File: config.mk
export PLATFORM = sky130hd
export DESIGN_NAME = squash_redirect_ctrl
export DESIGN_NICKNAME = d
export VERILOG_FILES = /design/src/rtl/squash_redirect_ctrl.sv
export SDC_FILE = /design/constraint.sdc
export NUM_CORES = 1
export LEC_CHECK = 0
export CORE_ASPECT_RATIO = 0.8
export CORE_MARGIN = 2
export CORE_UTILIZATION = 50
export CTS_CLUSTER_DIAMETER = 120
export DETAILED_ROUTE_END_ITERATION = 10
export GPL_TIMING_DRIVEN = 0
export PLACE_DENSITY = 0.95
export SLEW_MARGIN = 10
export SYNTH_ARGS = -nofsm -noshare
export SYNTH_HDL_FRONTEND = slang
export SYNTH_SLANG_ARGS = --single-unit
File: constraint.sdc
create_clock -name clk_i -period 16.17 [get_ports clk_i]
set_clock_uncertainty 0.15 [all_clocks]
set_input_delay 2.4255 -clock clk_i [delete_from_list [all_inputs] [get_ports clk_i]]
set_output_delay 2.4255 -clock clk_i [all_outputs]
set_load 0.01 [all_outputs]
File: src/rtl/squash_redirect_ctrl.sv
// squash_redirect_ctrl
//   Registered arbiter between per-unit squash sources and the fetch redirect port.
//   Picks the oldest valid squash (age measured from the last committed seq num), holds it
//   until fetch takes it over a val/rdy handshake, merges in strictly older squashes while
//   held, and after each redirect runs a short drain window that filters stale squashes.
//
// Ports
//   clk_i / rst_i          clock, asynchronous active-high reset
//   arb_val_i              per-requester squash valid (single-cycle, no backpressure)
//   arb_seq_num_i          squashing seq num, requester i in slice i
//   arb_target_i           redirect PC, requester i in slice i
//   commit_val_i / commit_seq_num_i   commit notification, moves the age reference
//   redirect_val_o / redirect_rdy_i   held squash handshake toward fetch
//   redirect_seq_num_o / redirect_target_o   held entry
//   busy_o                 controller not idle
//
// Optional build macro SQUASH_REDIRECT_CTRL_PERF_EN adds perf_redirects_o, perf_merged_o and
// perf_dropped_o (32-bit wrapping event counters).
module squash_redirect_ctrl #(
    parameter int unsigned p_num_arb      = 2,
    parameter int unsigned p_seq_num_bits = 5,
    parameter int unsigned p_drain_cycles = 2
) (
    input  logic                                  clk_i,
    input  logic                                  rst_i,
    input  logic [p_num_arb-1:0]                  arb_val_i,
    input  logic [p_num_arb*p_seq_num_bits-1:0]   arb_seq_num_i,
    input  logic [p_num_arb*32-1:0]               arb_target_i,
    input  logic                                  commit_val_i,
    input  logic [p_seq_num_bits-1:0]             commit_seq_num_i,
    output logic                                  redirect_val_o,
    input  logic                                  redirect_rdy_i,
    output logic [p_seq_num_bits-1:0]             redirect_seq_num_o,
    output logic [31:0]                           redirect_target_o,
`ifdef SQUASH_REDIRECT_CTRL_PERF_EN
    output logic [31:0]                           perf_redirects_o,
    output logic [31:0]                           perf_merged_o,
    output logic [31:0]                           perf_dropped_o,
`endif
    output logic                                  busy_o
);

    localparam int unsigned CntW = (p_drain_cycles > 1) ? $clog2(p_drain_cycles) : 1;

    typedef logic [p_seq_num_bits-1:0] seq_t;
    typedef enum logic [1:0] {StIdle, StPend, StDrain} state_e;

    // Modular distance past the last commit; smaller means older.
    function automatic seq_t age(input seq_t x, input seq_t base);
        return seq_t'(x - base - seq_t'(1));
    endfunction

    state_e          state_q, state_d;
    seq_t            last_commit_q;
    seq_t            held_seq_q, held_seq_d;
    logic [31:0]     held_tgt_q, held_tgt_d;
    seq_t            fence_q, fence_d;
    logic [CntW-1:0] drain_cnt_q, drain_cnt_d;

    logic            cand_val;
    seq_t            cand_seq;
    seq_t            cand_age;
    logic [31:0]     cand_tgt;
    seq_t            held_age;
    seq_t            fence_age;
    logic            capture;
    logic            fire;

    // Oldest valid requester; strict compare keeps the lowest index on ties.
    always_comb begin
        cand_val = 1'b0;
        cand_seq = '0;
        cand_age = '0;
        cand_tgt = '0;
        for (int i = 0; i < int'(p_num_arb); i++) begin
            if (arb_val_i[i]) begin
                if (!cand_val ||
                    (age(arb_seq_num_i[i*p_seq_num_bits +: p_seq_num_bits], last_commit_q)
                     < cand_age)) begin
                    cand_val = 1'b1;
                    cand_seq = arb_seq_num_i[i*p_seq_num_bits +: p_seq_num_bits];
                    cand_age = age(arb_seq_num_i[i*p_seq_num_bits +: p_seq_num_bits],
                                   last_commit_q);
                    cand_tgt = arb_target_i[i*32 +: 32];
                end
            end
        end
    end

    assign held_age  = age(held_seq_q, last_commit_q);
    assign fence_age = age(fence_q, last_commit_q);
    assign fire      = (state_q == StPend) && redirect_rdy_i;

    // State register
    always_ff @(posedge clk_i or posedge rst_i) begin
        if (rst_i) begin
            state_q       <= StIdle;
            last_commit_q <= '1;
            held_seq_q    <= '0;
            held_tgt_q    <= '0;
            fence_q       <= '0;
            drain_cnt_q   <= '0;
        end else begin
            state_q     <= state_d;
            held_seq_q  <= held_seq_d;
            held_tgt_q  <= held_tgt_d;
            fence_q     <= fence_d;
            drain_cnt_q <= drain_cnt_d;
            if (commit_val_i) begin
                last_commit_q <= commit_seq_num_i;
            end
        end
    end

    // Next-state
    always_comb begin
        state_d     = state_q;
        held_seq_d  = held_seq_q;
        held_tgt_d  = held_tgt_q;
        fence_d     = fence_q;
        drain_cnt_d = drain_cnt_q;
        capture     = 1'b0;
        unique case (state_q)
            StIdle: begin
                if (cand_val) begin
                    capture = 1'b1;
                    state_d = StPend;
                end
            end
            StPend: begin
                // Candidate in the fire cycle is judged against the entry leaving.
                if (cand_val && (cand_age < held_age)) begin
                    capture = 1'b1;
                end
                if (fire) begin
                    fence_d     = held_seq_q;
                    drain_cnt_d = CntW'(p_drain_cycles - 1);
                    state_d     = capture ? StPend : StDrain;
                end
            end
            StDrain: begin
                if (cand_val && (cand_age < fence_age)) begin
                    capture = 1'b1;
                    state_d = StPend;
                end else if (drain_cnt_q == '0) begin
                    state_d = StIdle;
                end else begin
                    drain_cnt_d = drain_cnt_q - 1'b1;
                end
            end
            default: state_d = StIdle;
        endcase
        if (capture) begin
            held_seq_d = cand_seq;
            held_tgt_d = cand_tgt;
        end
    end

    // Outputs
    always_comb begin
        redirect_val_o     = (state_q == StPend);
        redirect_seq_num_o = held_seq_q;
        redirect_target_o  = held_tgt_q;
        busy_o             = (state_q != StIdle);
    end

`ifdef SQUASH_REDIRECT_CTRL_PERF_EN
    logic        merge;
    logic [31:0] num_valid;

    // A capture in PEND without a fire replaces a still-pending entry.
    assign merge = (state_q == StPend) && !redirect_rdy_i && capture;

    always_comb begin
        num_valid = '0;
        for (int i = 0; i < int'(p_num_arb); i++) begin
            num_valid = num_valid + 32'(arb_val_i[i]);
        end
    end

    always_ff @(posedge clk_i or posedge rst_i) begin
        if (rst_i) begin
            perf_redirects_o <= '0;
            perf_merged_o    <= '0;
            perf_dropped_o   <= '0;
        end else begin
            perf_redirects_o <= perf_redirects_o + 32'(fire);
            perf_merged_o    <= perf_merged_o + 32'(merge);
            perf_dropped_o   <= perf_dropped_o + num_valid - 32'(capture);
        end
    end
`endif

endmodule

==> results.json <==
{
  "post_cts_buffers": 0,
  "max-slew-margin-rel_pct": 57.10,
  "maxSlewViolCount": 0,
  "grt_pass1_wl_um": 16170,
  "grt_pass1_vias": 3355,
  "clk_pin_slew_worst_paths_ns": 0.09,
  "met2_usage_pct": 43.90,
  "vias": 3209,
  "rrSetupSlack_ns": 9.66,
  "drive_above_1_share_pct": 13.00,
  "dp_cells": 579,
  "fmax_mhz": 113.2,
  "grt.met1_usage_pct": 33.82,
  "critical_path_arrival_ns": 8.86,
  "start_util_pct": 51.49,
  "hp-start": "drain_cnt_q$_DFFE_PP0P_",
  "vdd_drop_max_mv": 0.09562,
  "cp_common_cell": "clkbuf_1",
  "synth-edff-count": 0,
  "area.growth.synth_to_final_pct": 41.35,
  "grt_max_degree": 31,
  "drt_iter0_markers": 204,
  "synthesis.nets": 484,
  "seq_area_frac_synth_pct": 35.61,
  "std_cell_rows": 27,
  "wl_um": 9837,
  "nFillCells": 457,
  "slowest_stage": "o311ai_4",
  "cts_tree": "done",
  "setup_violations": 0,
  "drt_first_pass_iters": 4,
  "max_cap_viol_count": 0,
  "synth_seq_cells": 50,
  "synth_top_family_by_area": "multiplexers",
  "crit_chain": "clkdlybuf4s50_1 > clkbuf_1 > clkbuf_1 > buf_1 > nand2_1 > ha_1 > a21oi_1 > o221a_4 > o21a_1 > buf_6 > clkbuf_1 > clkbuf_1 > mux2i_1 > ha_1 > a21oi_1 > nand3_1 > a32oi_1 > o21ai_1 > o311ai_4 > buf_6 > mux2_4",
  "clock-root-buffer": "clkbuf_8",
  "avgSynthCellArea_um2": 9.569,
  "drc": 0,
  "synth_top_flop_cell": "dfrtp_1",
  "power_density_nw_per_um2": 173.1,
  "path_class": "in2reg",
  "io_buffers": 122,
  "finalWeightedCongestion": 0.8703,
  "synth-simple-area-share_pct": 12.01,
  "grt_usage_pct": 25.82,
  "synthMuxAreaShare_pct": 16.87,
  "use_met3_pct": 5.106,
  "worstMarginPinSlew_ns": 0.6420,
  "status": "completed",
  "synth-compound-area-share_pct": 14.85,
  "leakagePower_nw": 2.300,
  "hold_viol": 0,
  "syn_area_um2": 3531,
  "path_buf_inv": 8,
  "nNetsFinal": 614,
  "cts_hold_buf": 0,
  "synthCells": 369,
  "crit_required_ns": 16.20,
  "fin_crit_ns": 8.832,
  "mostFrequentLayoutCells": "122 x clkdlybuf4s50_1, 88 x nand2_1, 45 x o21ai_0, 45 x dfrtp_1, 30 x mux2_4",
  "yosysWarnings": 0,
  "clockBufferDepth": 2,
  "layout_commonest_cell": "clkdlybuf4s50_1",
  "whs_path_depth": 1,
  "critPathLaunchType": "primary input",
  "fp.coreArea_um2": 6858,
  "h-tree-depth": 2,
  "io_pins": 124,
  "grt_setup_unrepaired": "no",
  "antenna_found_initial": 0,
  "cpLargestDelayFamily": "buffers and inverters",
  "dpl.hpwl_um": 7586,
  "r2r-start": "last_commit_q[0]$_DFFE_PP1P_",
  "via_per_inst": 5.467,
  "period_share_pct": 54.62,
  "numCtsBuffers": 5,
  "num_antenna_cells": 0,
  "end_kind": "flop",
  "grt-busiest-layer": "met2",
  "finalNonFillerCells": 587,
  "synth_xor_area_share_pct": 3.969,
  "ys_async_sr_fraction_pct": 100.0,
  "cts_resized": 0,
  "reg2reg_depth": 22,
  "r2r_end": "redirect_target_o[24]$_DFFE_PP0P_",
  "holdPathEnd": "drain_cnt_q$_DFFE_PP0P_",
  "seq_area_um2": 1257,
  "yosys.cell_types.count": 41,
  "die_h_um": 79.16,
  "hp-class": "reg2reg",
  "die_width_um": 97.96,
  "slowest_delay_ns": 0.59,
  "fin_tns_setup_ns": 0,
  "clock-sinks": 50,
  "cp_max_fo": 10,
  "dieArea_um2": 7754,
  "antenna_left": 0,
  "multi_input_area_um2": 2090,
  "clk_latency_ns": 0.30,
  "synth_adder_area_share_pct": 11.48,
  "detail_route.wl_per_cell_um": 16.76,
  "gr-total-overflow": 0
}
-- flip-flops by register name (all words and copies together), names as in the netlist --
name,flops
redirect_seq_num_o,5
fence_q,5
drain_cnt_q,1
state_q,2
last_commit_q,5
redirect_target_o,32
-- how the worst max path moves through the flow --
stage | start | end | cells past startpoint
finish | arb_val_i[0] | redirect_target_o[24]$_DFFE_PP0P_ | 21
detailed placement | arb_val_i[0] | redirect_target_o[18]$_DFFE_PP0P_ | 21
CTS | arb_val_i[0] | redirect_target_o[24]$_DFFE_PP0P_ | 20
global placement | arb_val_i[0] | redirect_target_o[24]$_DFFE_PP0P_ | 21
floorplan | arb_seq_num_i[0] | redirect_seq_num_o[2]$_DFFE_PP0P_ | 24
global route | arb_val_i[0] | redirect_target_o[12]$_DFFE_PP0P_ | 21
-- where the power goes --
group	internal (mW)	total (mW)	leakage [nW]	switching, mW
clock	0.0462	0.0874	0.0514	0.0412
combinational	0.315	0.563	1.63	0.248
sequential	0.179	0.214	0.616	0.0345
-- worst register-to-register path, cell delays in order (launching register included) --
cell      delay, ns
dfstp_2        0.37
inv_1          0.18
ha_1           0.25
inv_1          0.07
fa_1           0.39
xnor2_1        0.37
nand2_1        0.13
ha_1           0.32
a21oi_1        0.18
o221a_4        0.25
o21a_1         0.14
buf_6          0.14
clkbuf_1       0.41
clkbuf_1       0.47
mux2i_1        0.38
ha_1           0.32
a21oi_1        0.20
nand3_1        0.10
a32oi_1        0.22
o21ai_1        0.18
o311ai_4       0.59
buf_6          0.28
mux2_4         0.32
-- area by class of cell --
cell class,count,area share (%)
buffer,19,2.031
sequential,50,25.19
clock inverter,2,0.7521
multi-input combinational,278,41.87
tap,87,2.181
timing repair buffer,123,24.87
clock buffer,6,1.454
inverter,22,1.655
-- per-layer routing --
| metal | wire length [um] | up-vias |
|---|---|---|
| met2 | 4684 | 123 |
| met1 | 4315 | 1548 |
| met5 | 0 | - |
| met4 | 182 | 0 |
| met3 | 654 | 19 |
| li1 | - | 1519 |
-- cells in the mapped netlist (4+ instances only) --
| library cell | n | area [um2] |
|---|---|---|
| nand2_1 | 88 | 330.3 |
| dfrtp_1 | 45 | 1126 |
| o21ai_0 | 45 | 225.2 |
| mux2_4 | 30 | 450.4 |
| ha_1 | 26 | 325.3 |
| inv_1 | 22 | 82.58 |
| clkbuf_1 | 14 | 52.55 |
| a21oi_1 | 13 | 65.06 |
| mux2_2 | 12 | 135.1 |
| xnor2_1 | 10 | 87.58 |
| a21o_1 | 9 | 67.56 |
| nand3_1 | 7 | 35.03 |
| xor2_1 | 6 | 52.55 |
| dfstp_2 | 5 | 131.4 |
| buf_6 | 4 | 45.04 |
| fa_1 | 4 | 80.08 |
-- cells by family after synthesis --
| kind of cell | after synthesis |
|---|---|
| AO/OA/AOI/OAI | 84 |
| AND/OR/NAND/NOR | 105 |
| multiplexers | 43 |
| flip-flops | 50 |
| buffers and inverters | 41 |
| adder cells (fa/ha/maj) | 30 |
| XOR/XNOR | 16 |
-- stage by stage --
step / utilization [%] / hold WS [ns] / power [mW] / cell area (um2) / worst slack [ns]
floorplan: - / 0.3161 / 0.5845 / 3531 / 8.896
global placement: 70.88 / 0.3331 / 0.7528 / 4861 / 7.239
detailed placement: 71.17 / 0.3409 / 0.7717 / 4881 / 7.134
CTS: 72.78 / 0.3610 / 0.8647 / 4991 / 7.409
global route: 72.78 / 0.3814 / 0.9230 / 4991 / 6.892
finish: 72.78 / 0.3606 / 0.8637 / 4991 / 7.338
Note: power is estimated with default switching activity, not from simulation.
